===== src/rtl/hazard_fwd_unit_if.sv =====
// Decode-side and control-side signal bundle for hazard_fwd_unit.
// The ID stage drives the master side; the hazard unit sits on the slave side.
interface hazard_fwd_unit_if #(
  parameter int AW   = 5,
  parameter int SELW = 2
);
  logic            id_valid;
  logic [AW-1:0]   id_rs;
  logic [AW-1:0]   id_rt;
  logic            id_use_rs;
  logic            id_use_rt;
  logic            id_wen;
  logic [AW-1:0]   id_wreg;
  logic            id_is_load;
  logic            redirect;
  logic            stall;
  logic            flush_id;
  logic            bubble;
  logic [SELW-1:0] fwd_a_sel;
  logic [SELW-1:0] fwd_b_sel;

  modport master (
    output id_valid, id_rs, id_rt, id_use_rs, id_use_rt,
    output id_wen, id_wreg, id_is_load, redirect,
    input  stall, flush_id, bubble, fwd_a_sel, fwd_b_sel
  );

  modport slave (
    input  id_valid, id_rs, id_rt, id_use_rs, id_use_rt,
    input  id_wen, id_wreg, id_is_load, redirect,
    output stall, flush_id, bubble, fwd_a_sel, fwd_b_sel
  );
endinterface


===== src/rtl/hazard_fwd_unit.sv =====
// Hazard, forwarding and flush controller with an EX..WB scoreboard of N = MEM_STAGES+2 slots.
// Define HAZARD_PERF_CNT_EN to add saturating stall/flush/forward event counters.
module hazard_fwd_unit #(
  parameter  int AW           = 5,
  parameter  int MEM_STAGES   = 1,
  parameter  int RESOLVE_SLOT = 2,
  localparam int N            = MEM_STAGES + 2,
  localparam int SELW         = $clog2(N)
) (
  input  logic             clk,
  input  logic             rst_n,
  hazard_fwd_unit_if.slave hif
`ifdef HAZARD_PERF_CNT_EN
  ,
  output logic [31:0]      stall_cycles,
  output logic [31:0]      flush_events,
  output logic [31:0]      fwd_events
`endif
);

  typedef struct packed {
    logic          valid;
    logic          wen;
    logic [AW-1:0] wreg;
    logic          is_load;
    logic          use_rs;
    logic          use_rt;
    logic [AW-1:0] rs;
    logic [AW-1:0] rt;
  } slot_t;

  slot_t           slot_q [1:N];
  slot_t           slot_d [1:N];
  slot_t           id_entry;
  logic            load_hit;
  logic            stall_w;
  logic [SELW-1:0] fwd_a_w;
  logic [SELW-1:0] fwd_b_w;

  always_ff @(posedge clk or negedge rst_n) begin
    if (!rst_n) begin
      for (int k = 1; k <= N; k++) begin
        slot_q[k] <= '0;
      end
    end else begin
      for (int k = 1; k <= N; k++) begin
        slot_q[k] <= slot_d[k];
      end
    end
  end

  // Load data is only forwardable from WB, so a consumer waits while the load sits in slots 1..N-2.
  always_comb begin
    load_hit = 1'b0;
    for (int s = 1; s <= N - 2; s++) begin
      if (slot_q[s].valid && slot_q[s].wen && slot_q[s].is_load &&
          (slot_q[s].wreg != '0) &&
          ((hif.id_use_rs && (slot_q[s].wreg == hif.id_rs)) ||
           (hif.id_use_rt && (slot_q[s].wreg == hif.id_rt)))) begin
        load_hit = 1'b1;
      end
    end
  end

  assign stall_w = hif.id_valid & ~hif.redirect & load_hit;

  // Walk oldest to youngest so the youngest matching producer overwrites older ones.
  always_comb begin
    fwd_a_w = '0;
    fwd_b_w = '0;
    if (slot_q[1].valid) begin
      for (int k = N; k >= 2; k--) begin
        if (slot_q[k].valid && slot_q[k].wen) begin
          if (slot_q[1].use_rs && (slot_q[1].rs != '0) &&
              (slot_q[k].wreg == slot_q[1].rs)) begin
            fwd_a_w = SELW'(k - 1);
          end
          if (slot_q[1].use_rt && (slot_q[1].rt != '0) &&
              (slot_q[k].wreg == slot_q[1].rt)) begin
            fwd_b_w = SELW'(k - 1);
          end
        end
      end
    end
  end

  always_comb begin
    id_entry         = '0;
    id_entry.valid   = 1'b1;
    id_entry.wen     = hif.id_wen;
    id_entry.wreg    = hif.id_wreg;
    id_entry.is_load = hif.id_is_load;
    id_entry.use_rs  = hif.id_use_rs;
    id_entry.use_rt  = hif.id_use_rt;
    id_entry.rs      = hif.id_rs;
    id_entry.rt      = hif.id_rt;
  end

  // Younger-than-resolver entries are squashed as they shift; the resolver and older continue.
  always_comb begin
    for (int k = 1; k <= N; k++) begin
      slot_d[k] = '0;
    end
    if (hif.id_valid && !stall_w && !hif.redirect) begin
      slot_d[1] = id_entry;
    end
    for (int k = 1; k <= N - 1; k++) begin
      if (hif.redirect && (k < RESOLVE_SLOT)) begin
        slot_d[k+1] = '0;
      end else begin
        slot_d[k+1] = slot_q[k];
      end
    end
  end

  assign hif.stall     = stall_w;
  assign hif.flush_id  = hif.redirect & rst_n;
  assign hif.bubble    = (stall_w | hif.redirect) & rst_n;
  assign hif.fwd_a_sel = fwd_a_w;
  assign hif.fwd_b_sel = fwd_b_w;

`ifdef HAZARD_PERF_CNT_EN
  logic [31:0] stall_cycles_q;
  logic [31:0] stall_cycles_d;
  logic [31:0] flush_events_q;
  logic [31:0] flush_events_d;
  logic [31:0] fwd_events_q;
  logic [31:0] fwd_events_d;

  always_comb begin
    stall_cycles_d = stall_cycles_q;
    flush_events_d = flush_events_q;
    fwd_events_d   = fwd_events_q;
    if (stall_w && (stall_cycles_q != '1)) begin
      stall_cycles_d = stall_cycles_q + 32'd1;
    end
    if (hif.redirect && (flush_events_q != '1)) begin
      flush_events_d = flush_events_q + 32'd1;
    end
    if (((fwd_a_w != '0) || (fwd_b_w != '0)) && (fwd_events_q != '1)) begin
      fwd_events_d = fwd_events_q + 32'd1;
    end
  end

  always_ff @(posedge clk or negedge rst_n) begin
    if (!rst_n) begin
      stall_cycles_q <= '0;
      flush_events_q <= '0;
      fwd_events_q   <= '0;
    end else begin
      stall_cycles_q <= stall_cycles_d;
      flush_events_q <= flush_events_d;
      fwd_events_q   <= fwd_events_d;
    end
  end

  assign stall_cycles = stall_cycles_q;
  assign flush_events = flush_events_q;
  assign fwd_events   = fwd_events_q;
`endif

endmodule


===== src/flat_wrapper.sv =====
// flat-port wrapper written by rule: the top's interface ports become plain ports
module hazard_fwd_unit_flat 
#(
  parameter  int AW           = 5,
  parameter  int MEM_STAGES   = 1,
  parameter  int RESOLVE_SLOT = 2,
  localparam int N            = MEM_STAGES + 2,
  localparam int SELW         = $clog2(N)
)
  (clk, rst_n, hif_id_valid, hif_id_rs, hif_id_rt, hif_id_use_rs, hif_id_use_rt, hif_id_wen, hif_id_wreg, hif_id_is_load, hif_redirect, hif_stall, hif_flush_id, hif_bubble, hif_fwd_a_sel, hif_fwd_b_sel);
  hazard_fwd_unit_if #(.AW(AW), .SELW(2)) hif_i ();
  input  logic clk;
  input  logic rst_n;
  input wire logic [$bits(hif_i.id_valid)-1:0] hif_id_valid;
  input wire logic [$bits(hif_i.id_rs)-1:0] hif_id_rs;
  input wire logic [$bits(hif_i.id_rt)-1:0] hif_id_rt;
  input wire logic [$bits(hif_i.id_use_rs)-1:0] hif_id_use_rs;
  input wire logic [$bits(hif_i.id_use_rt)-1:0] hif_id_use_rt;
  input wire logic [$bits(hif_i.id_wen)-1:0] hif_id_wen;
  input wire logic [$bits(hif_i.id_wreg)-1:0] hif_id_wreg;
  input wire logic [$bits(hif_i.id_is_load)-1:0] hif_id_is_load;
  input wire logic [$bits(hif_i.redirect)-1:0] hif_redirect;
  output wire logic [$bits(hif_i.stall)-1:0] hif_stall;
  output wire logic [$bits(hif_i.flush_id)-1:0] hif_flush_id;
  output wire logic [$bits(hif_i.bubble)-1:0] hif_bubble;
  output wire logic [$bits(hif_i.fwd_a_sel)-1:0] hif_fwd_a_sel;
  output wire logic [$bits(hif_i.fwd_b_sel)-1:0] hif_fwd_b_sel;
  assign hif_i.id_valid = hif_id_valid;
  assign hif_i.id_rs = hif_id_rs;
  assign hif_i.id_rt = hif_id_rt;
  assign hif_i.id_use_rs = hif_id_use_rs;
  assign hif_i.id_use_rt = hif_id_use_rt;
  assign hif_i.id_wen = hif_id_wen;
  assign hif_i.id_wreg = hif_id_wreg;
  assign hif_i.id_is_load = hif_id_is_load;
  assign hif_i.redirect = hif_redirect;
  assign hif_stall = hif_i.stall;
  assign hif_flush_id = hif_i.flush_id;
  assign hif_bubble = hif_i.bubble;
  assign hif_fwd_a_sel = hif_i.fwd_a_sel;
  assign hif_fwd_b_sel = hif_i.fwd_b_sel;
  hazard_fwd_unit #(.AW(AW), .MEM_STAGES(MEM_STAGES), .RESOLVE_SLOT(RESOLVE_SLOT)) u_core (.clk(clk), .rst_n(rst_n), .hif(hif_i));
endmodule

===== config.mk =====
export PLATFORM = sky130hd
export DESIGN_NAME = hazard_fwd_unit_flat
export DESIGN_NICKNAME = d
export VERILOG_FILES = /design/src/rtl/hazard_fwd_unit_if.sv /design/src/rtl/hazard_fwd_unit.sv /design/src/flat_wrapper.sv
export SDC_FILE = /design/constraint.sdc
export NUM_CORES = 1
export LEC_CHECK = 0
export ABC_AREA = 1
export CAP_MARGIN = 10
export CORE_ASPECT_RATIO = 1.2
export CORE_MARGIN = 10
export CORE_UTILIZATION = 40
export CTS_CLUSTER_DIAMETER = 80
export CTS_CLUSTER_SIZE = 25
export DETAILED_ROUTE_END_ITERATION = 12
export PLACE_DENSITY_LB_ADDON = 0.2
export REMOVE_ABC_BUFFERS = 1
export SLEW_MARGIN = 40
export SYNTH_ARGS = -nofsm -noshare
export SYNTH_HDL_FRONTEND = slang
export SYNTH_SLANG_ARGS = --single-unit

===== constraint.sdc =====
create_clock -name clk -period 1.5 [get_ports clk]
set_input_delay 0.225 -clock clk [delete_from_list [all_inputs] [get_ports clk]]
set_output_delay 0.225 -clock clk [all_outputs]
set_load 0.02 [all_outputs]

==> results by group, run 1 <==
Setup path
  – Worst path slowest cell: clkdlybuf4s50_1
  – CP arrival: 1500 ps
  – End of the worst register-to-register path: u_core.slot_q[45]$_DFF_PN0_
  – CP delay by family, top: buffers and inverters
  – R2r setup slk: 130 ps
  – Crit start category: input port
  – Critical path peak fanout: 2
  – FF-to-FF Start: u_core.slot_q[57]$_DFF_PN0_
  – Critical path, cell by cell: clkdlybuf4s50_1 > inv_1 > nand2_1 > nand2_1 > nor2_1 > nand3_2 > nand2_2 > nand2_2 > nor3_2 > buf_4
  – CP Class: in2out
  – Critical Path Max Stage Delay: 480 ps
  – CP Capture Type: primary output
  – Worst Setup SP: hif_id_rs[3]
  – Worst EP required: 1270 ps
  – WP buf/inv: 3
  – Cells on worst reg2reg path: 9

Clock network
  – CTS root buffer: clkbuf_8
  – CTS Buffer Depth: 2
  – H-tree Lvls: 2
  – CTS Buf Count: 5
  – Clock Pin Slew Worst Setup and Hold Paths: 70 ps
  – Hold_buf cts: 0
  – Skew-Pair Late Insertion Delay: 280 ps
  – CTS tree: done
  – # clock sinks: 34

Power
  – Psw: 465.5 uW
  – Logic pwr share: 15.3%
  – Sw Share: 24.73%
  – P per Cell Area: 795.4 mW/mm2
  – Part of the power in registers: 51.8%
  – Cell leakage power: 0.001286 uW
  – Peak supply drop: 0.0005159 V
  – Internal power consumption: 1417 uW
  – Clock Power Share: 32.9%

Global routing
  – Largest net degree at the start of global routing: 35
  – Initial antenna violation count: 0
  – Vias in the first global route: 1493
  – Overall fraction of global-route tracks in use: 11.16%
  – First-pass GRT wire length: 6375 um
  – Grt ovf: 0

Final layout
  – Multi-input gate area: 671.9 um2
  – Ant. Diodes: 0
  – Layout cell share with drive strength beyond 1: 26.81%
  – Final core occ: 59.56%
  – Final #Nets: 299
  – Filler cells: 387
  – Register area: 852.1 um2
  – Synth-to-Final Area Change: 42.50%

Logic synthesis
  – Mapped Avg Cell Area: 7.832 um2
  – Cells after Synth: 212
  – Yosys warnings: 0
  – Post-synthesis sequential area ratio: 51.24%
  – Post-Syn Area: 0.001660 mm2
  – #FFs+latches synth: 34
  – Distinct cells, synth: 17

Drt
  – # DRC: 0
  – Routed Antenna Nets: 0
  – First-pass iteration count of the detailed router: 5
  – Via density per instance: 4.318
  – 1st-iter DRT viols: 38
  – Total wire length: 3568 um
  – Vias: 1425
  – DR WL/cell: 10.81 um

Outcome
  – Failing checks: negative setup slack
  – Status: complete, but fails checks

Floorplanning
  – Die width: 78.82 um
  – Die area: 0.007139 mm2
  – Die height: 90.58 um
  – Initial Utilization: 41.80%
  – IO Count: 30
  – Row count: 25
  – Core Region: 0.003973 mm2

Placement
  – IO buf count: 29
  – Routability cong.: 0.8123
  – DP HPWL: 2904 um

STA
  – Final Hold Fails: 0
  – Tcrit/Tclk final: 115.1%
  – RSZ-0062 raised after global routing: yes
  – Worst Slack Setup Final: -227.2 ps
  – Max-slew headroom: 72.23%
  – Slew Limit Fails: 0
  – Hold Slack: 328.2 ps
  – Worst Max-Slew Pin Slew: 416.6 ps
  – Final number of setup-violating endpoints: 6
  – Tmin final: 1727 ps
  – Setup Skew: 3.353 ps
  – Peak Freq: 579.0 MHz

Hold path
  – Hold WC Path Type: in2reg
  – Hold Path Cell Cnt: 4
  – Hold EP: u_core.slot_q[42]$_DFF_PN0_
  – Min-delay src: hif_id_rt[2]

Flow run
  – Max Cap Viol: 0
-- layer usage --
layer | vias to the layer above | share of wire (%) | global-route usage (%)
met5 | - | 0 | 0
met4 | 0 | 1.8 | 5.090
met3 | 6 | 5.7 | 3.984
met2 | 32 | 52 | 19.64
met1 | 631 | 40 | 11.37
li1 | 756 | - | -
-- flip-flops by register name (all words and copies together) (netlist names) --
register / flops
u_core.slot_q: 27
u_core.slot_d: 7
-- final cells by class --
cell class,instances,area share (%)
repair buffers,60,22.74
multi-input cells,133,28.40
clock buffers,5,2.909
inverters,42,6.663
clock inverters,2,0.4231
well taps,54,2.856
flip-flops and latches,34,36.01
-- power by group through the flow --
| stage | registers (uW) | logic [uW] | clock network, uW |
|---|---|---|---|
| 2_1_floorplan | 985 | 110 | 0 |
| 3_3_place_gp | 989 | 272 | 0 |
| 3_5_place_dp | 990 | 276 | 0 |
| 4_1_cts | 974 | 285 | 648 |
| 5_1_grt | 979 | 325 | 678 |
| 6_report | 975 | 288 | 619 |
-- stage by stage --
stage	setup TNS [ps]	total power [uW]	worst slack [ps]	cells	cell area [um2]
after CTS	-1152	1907	-237.0	327	2323
after detailed placement	-6388	1266	-750.9	320	2207
final	-1042	1882	-227.2	330	2366
after floorplan	0	1095	22.19	209	1627
after global placement	-6568	1262	-759.4	320	2207
after global routing	-1717	1982	-343.9	330	2366
-- kinds of logic (layout without fill, tap and decap cells) --
family | after synthesis | in the layout | share of synthesized area (%)
AOI/OAI and AO/OA | 8 | 8 | 2.412
buffers and inverters | 45 | 109 | 11.53
and+or+nand+nor | 114 | 114 | 29.01
DFF | 34 | 34 | 51.24
xor gates and xnor gates | 11 | 11 | 5.803
-- cells in the mapped netlist --
cell / count / share of area [%]
xnor2_1: 8 / 4.2
nor2_1: 38 / 8.6
nand3b_1: 1 / 0.45
dfrtp_1: 34 / 51
nand2_1: 51 / 12
nand4_1: 7 / 2.6
nand2_2: 2 / 0.75
or2_2: 4 / 1.5
nand3_1: 4 / 1.2
nor2_2: 3 / 1.1
a21oi_1: 6 / 1.8
inv_1: 37 / 8.4
buf_6: 3 / 2.0
o21ai_0: 2 / 0.60
inv_2: 5 / 1.1
xor2_1: 3 / 1.6
nor3_1: 4 / 1.2
-- worst register-to-register path, delay by kind of cell (launching register included) --
kind,cells,cell delay (ps)
AND/OR/NAND/NOR,4,330
flip-flops,1,400
buffers and inverters,4,420
AO/OA/AOI/OAI,1,140
-- worst max-delay path by stage --
stage | depth (start not counted) | end | slack, ps
global placement | 10 | hif_stall | -760
detailed placement | 10 | hif_stall | -750
global route | 9 | hif_stall | -340
floorplan | 8 | hif_stall | 20
CTS | 5 | hif_fwd_b_sel[0] | -240
finish | 10 | hif_stall | -230
-- placed cells by master, fill, tap and decap left out, types with 2 or more instances in the layout --
cell             Yosys  final
nand2_1             51     49
nor2_1              38     37
inv_1               37     34
dfrtp_1             34     33
buf_4                0     30
clkdlybuf4s50_1      0     19
inv_2                5      8
nand4_1              7      7
xnor2_1              8      7
buf_6                3      6
clkbuf_8             0      5
nor2_2               3      4
nand2_2              2      4
nand3_1              4      3
nor3_2               0      3
a21oi_2              0      3
xor2_1               3      3
or2_4                0      3
a21oi_1              6      3
o21ai_1              0      2
clkinv_2             0      2
dlygate4sd2_1        0      2
-- what timing repair did --
item	4_1_cts	5_1_grt
pin swaps	16	12
gates resized for setup	53	11
cloned	0	0
endpoints found under the setup margin	7	9
setup buffers	0	3
Note: power is estimated with default switching activity, not from simulation.
==> run 2: changes to the inputs <==
--- a/config.mk
+++ b/config.mk
@@ -14,6 +14,7 @@
 export CTS_CLUSTER_SIZE = 25
 export DETAILED_ROUTE_END_ITERATION = 12
 export PLACE_DENSITY_LB_ADDON = 0.2
+export RECOVER_POWER = 50
 export REMOVE_ABC_BUFFERS = 1
 export SLEW_MARGIN = 40
 export SYNTH_ARGS = -nofsm -noshare
==> run 2 against run 1 <==
Effect of this change:
- the flow still finishes with violations (negative setup slack)
- final cell count stayed put
- clock power hardly changed
- flip-flop and latch count did not move
- combinational power hardly changed
- via count fell by 0.14%
- first-iteration DRC count unchanged
- clock-buffer cell count is the same
- highest routed layer unchanged
==> results by group, run 2 (synthesis gave the netlist of run 1 again) <==
Setup path
  – CP delay by family, top: buffers and inverters
  – CP Capture Type: primary output
  – WP buf/inv: 3
  – CP Class: in2out
  – Worst path slowest cell: clkdlybuf4s50_1
  – Critical path peak fanout: 2
  – Crit start category: input port
  – CP arrival: 1500 ps
  – Worst EP required: 1270 ps
  – Critical path, cell by cell: clkdlybuf4s50_1 > inv_1 > nand2_1 > nand2_1 > nor2_1 > nand3_2 > nand2_2 > nand2_2 > nor3_2 > buf_4
  – Critical Path Max Stage Delay: 480 ps

Final layout
  – Synth-to-Final Area Change: 42.12%
  – Ant. Diodes: 0
  – Layout cell share with drive strength beyond 1: 26.45%
  – Most common cell after layout, fill and taps aside: nand2_1
  – Final #Nets: 299
  – Most frequent cells in the layout: nand2_1 (49), nor2_1 (37), inv_1 (34)
  – Max FFs per register: 27
  – Biggest register: u_core.slot_q

Hold path
  – Hold WC Path Type: in2reg

STA
  – Final number of setup-violating endpoints: 6
  – Worst Max-Slew Pin Slew: 814.8 ps
  – Setup TNS: -1021 ps
  – Worst Slack Setup Final: -227.5 ps
  – Tmin final: 1728 ps
  – Setup Skew: 3.359 ps
  – RSZ-0062 raised after global routing: yes
  – Tcrit/Tclk final: 115.2%
  – Hold Slack: 328.2 ps
  – Slew Limit Fails: 0
  – Max-slew headroom: 45.68%
  – Peak Freq: 578.9 MHz
  – Final Hold Fails: 0

Floorplanning
  – Die width: 78.82 um
  – Die height: 90.58 um
  – Die area: 0.007139 mm2
  – Initial Utilization: 41.80%
  – IO Count: 30
  – Core Region: 0.003973 mm2
  – Row count: 25

Clock network
  – Skew-Pair Late Insertion Delay: 280 ps
  – CTS root buffer: clkbuf_8
  – CTS tree: done
  – Hold_buf cts: 0
  – Clock Pin Slew Worst Setup and Hold Paths: 70 ps
  – CTS Buffer Depth: 2
  – H-tree Lvls: 2
  – # clock sinks: 34
  – CTS Buf Count: 5

Global routing
  – Overall fraction of global-route tracks in use: 11.16%
  – Vias in the first global route: 1493
  – Largest net degree at the start of global routing: 35
  – GR Util met2: 19.64%
  – GRT busiest layer: met2
  – Grt ovf: 0
  – First-pass GRT wire length: 6375 um
  – Initial antenna violation count: 0
  – Met1 usage: 11.37%
  – Met3 usage: 3.984%

Placement
  – Routability cong.: 0.8123
  – DP HPWL: 2904 um
  – IO buf count: 29
  – DP Worst Slack: -750.9 ps

Drt
  – Via density per instance: 4.312
  – DR WL/cell: 10.81 um
  – Vias: 1423
  – First-pass iteration count of the detailed router: 5
  – # DRC: 0
  – 1st-iter DRT viols: 38
  – Routed Antenna Nets: 0
  – Total wire length: 3568 um

Outcome
  – Status: complete, but fails checks
  – Failing checks: negative setup slack

Power
  – Cell leakage power: 0.001281 uW
  – P per Cell Area: 796.6 mW/mm2
  – Peak supply drop: 0.0005158 V

Flow run
  – Max Cap Viol: 0
[run 2: cell type report]
class                   instances  area [um2]
repair buffers                 60       531.8
inverters                      42       157.7
multi-input cells             133       671.9
clock buffers                   5       68.82
clock inverters                 2       10.01
well taps                      54       67.56
flip-flops and latches         34       852.1
fillers                       389        1613
[run 2: per-layer routing]
| layer | vias to the layer above | routed length [um] |
|---|---|---|
| met5 | - | 0 |
| met4 | 0 | 65 |
| met3 | 6 | 204 |
| met2 | 32 | 1871 |
| met1 | 629 | 1427 |
| li1 | 756 | - |
[run 2: through the flow]
| step | instance area, um2 | power, uW | instances | utilization, % |
|---|---|---|---|---|
| floorplan | 1627 | 1095 | 209 | - |
| global placement | 2207 | 1262 | 320 | 55.56 |
| detailed placement | 2207 | 1266 | 320 | 55.56 |
| CTS | 2323 | 1907 | 327 | 58.49 |
| global route | 2360 | 1980 | 330 | 59.40 |
| finish | 2360 | 1880 | 330 | 59.40 |
[run 2: final timing paths]
path	from	endpoint	slack, ps	cells past startpoint
hold / removal	hif_id_rt[2]	u_core.slot_q[42]$_DFF_PN0_	330	4
max in group asynchronous	rst_n	u_core.slot_q[43]$_DFF_PN0_	280	2
setup reg to reg	u_core.slot_q[57]$_DFF_PN0_	u_core.slot_q[45]$_DFF_PN0_	130	9
min in group asynchronous	rst_n	u_core.slot_q[58]$_DFF_PN0_	660	2
setup / recovery	hif_id_rs[3]	hif_stall	-230	10
hold reg to reg	u_core.slot_d[18]$_DFF_PN0_	u_core.slot_q[18]$_DFF_PN0_	370	0
[run 2: worst register-to-register path: stages, from the launching register on]
cell and delay [ps]:
dfrtp_1 400, inv_2 90, buf_4 100, nand3_1 60, o21ai_1 140, inv_1 80, nand2_2 90, nand2_2 90
buf_12 150, nor2_1 100
[run 2: timing repair]
item,in CTS,in global routing
pin swaps,16,12
setup endpoints to repair,7,9
resized for setup,53,11
buffers inserted,0,3
cloned,0,0
[run 2: power breakdown]
part,internal (uW),switching (uW),leakage (uW)
clock network,311,309,0.0000438
logic,155,131,0.000778
registers,949,26.1,0.000459
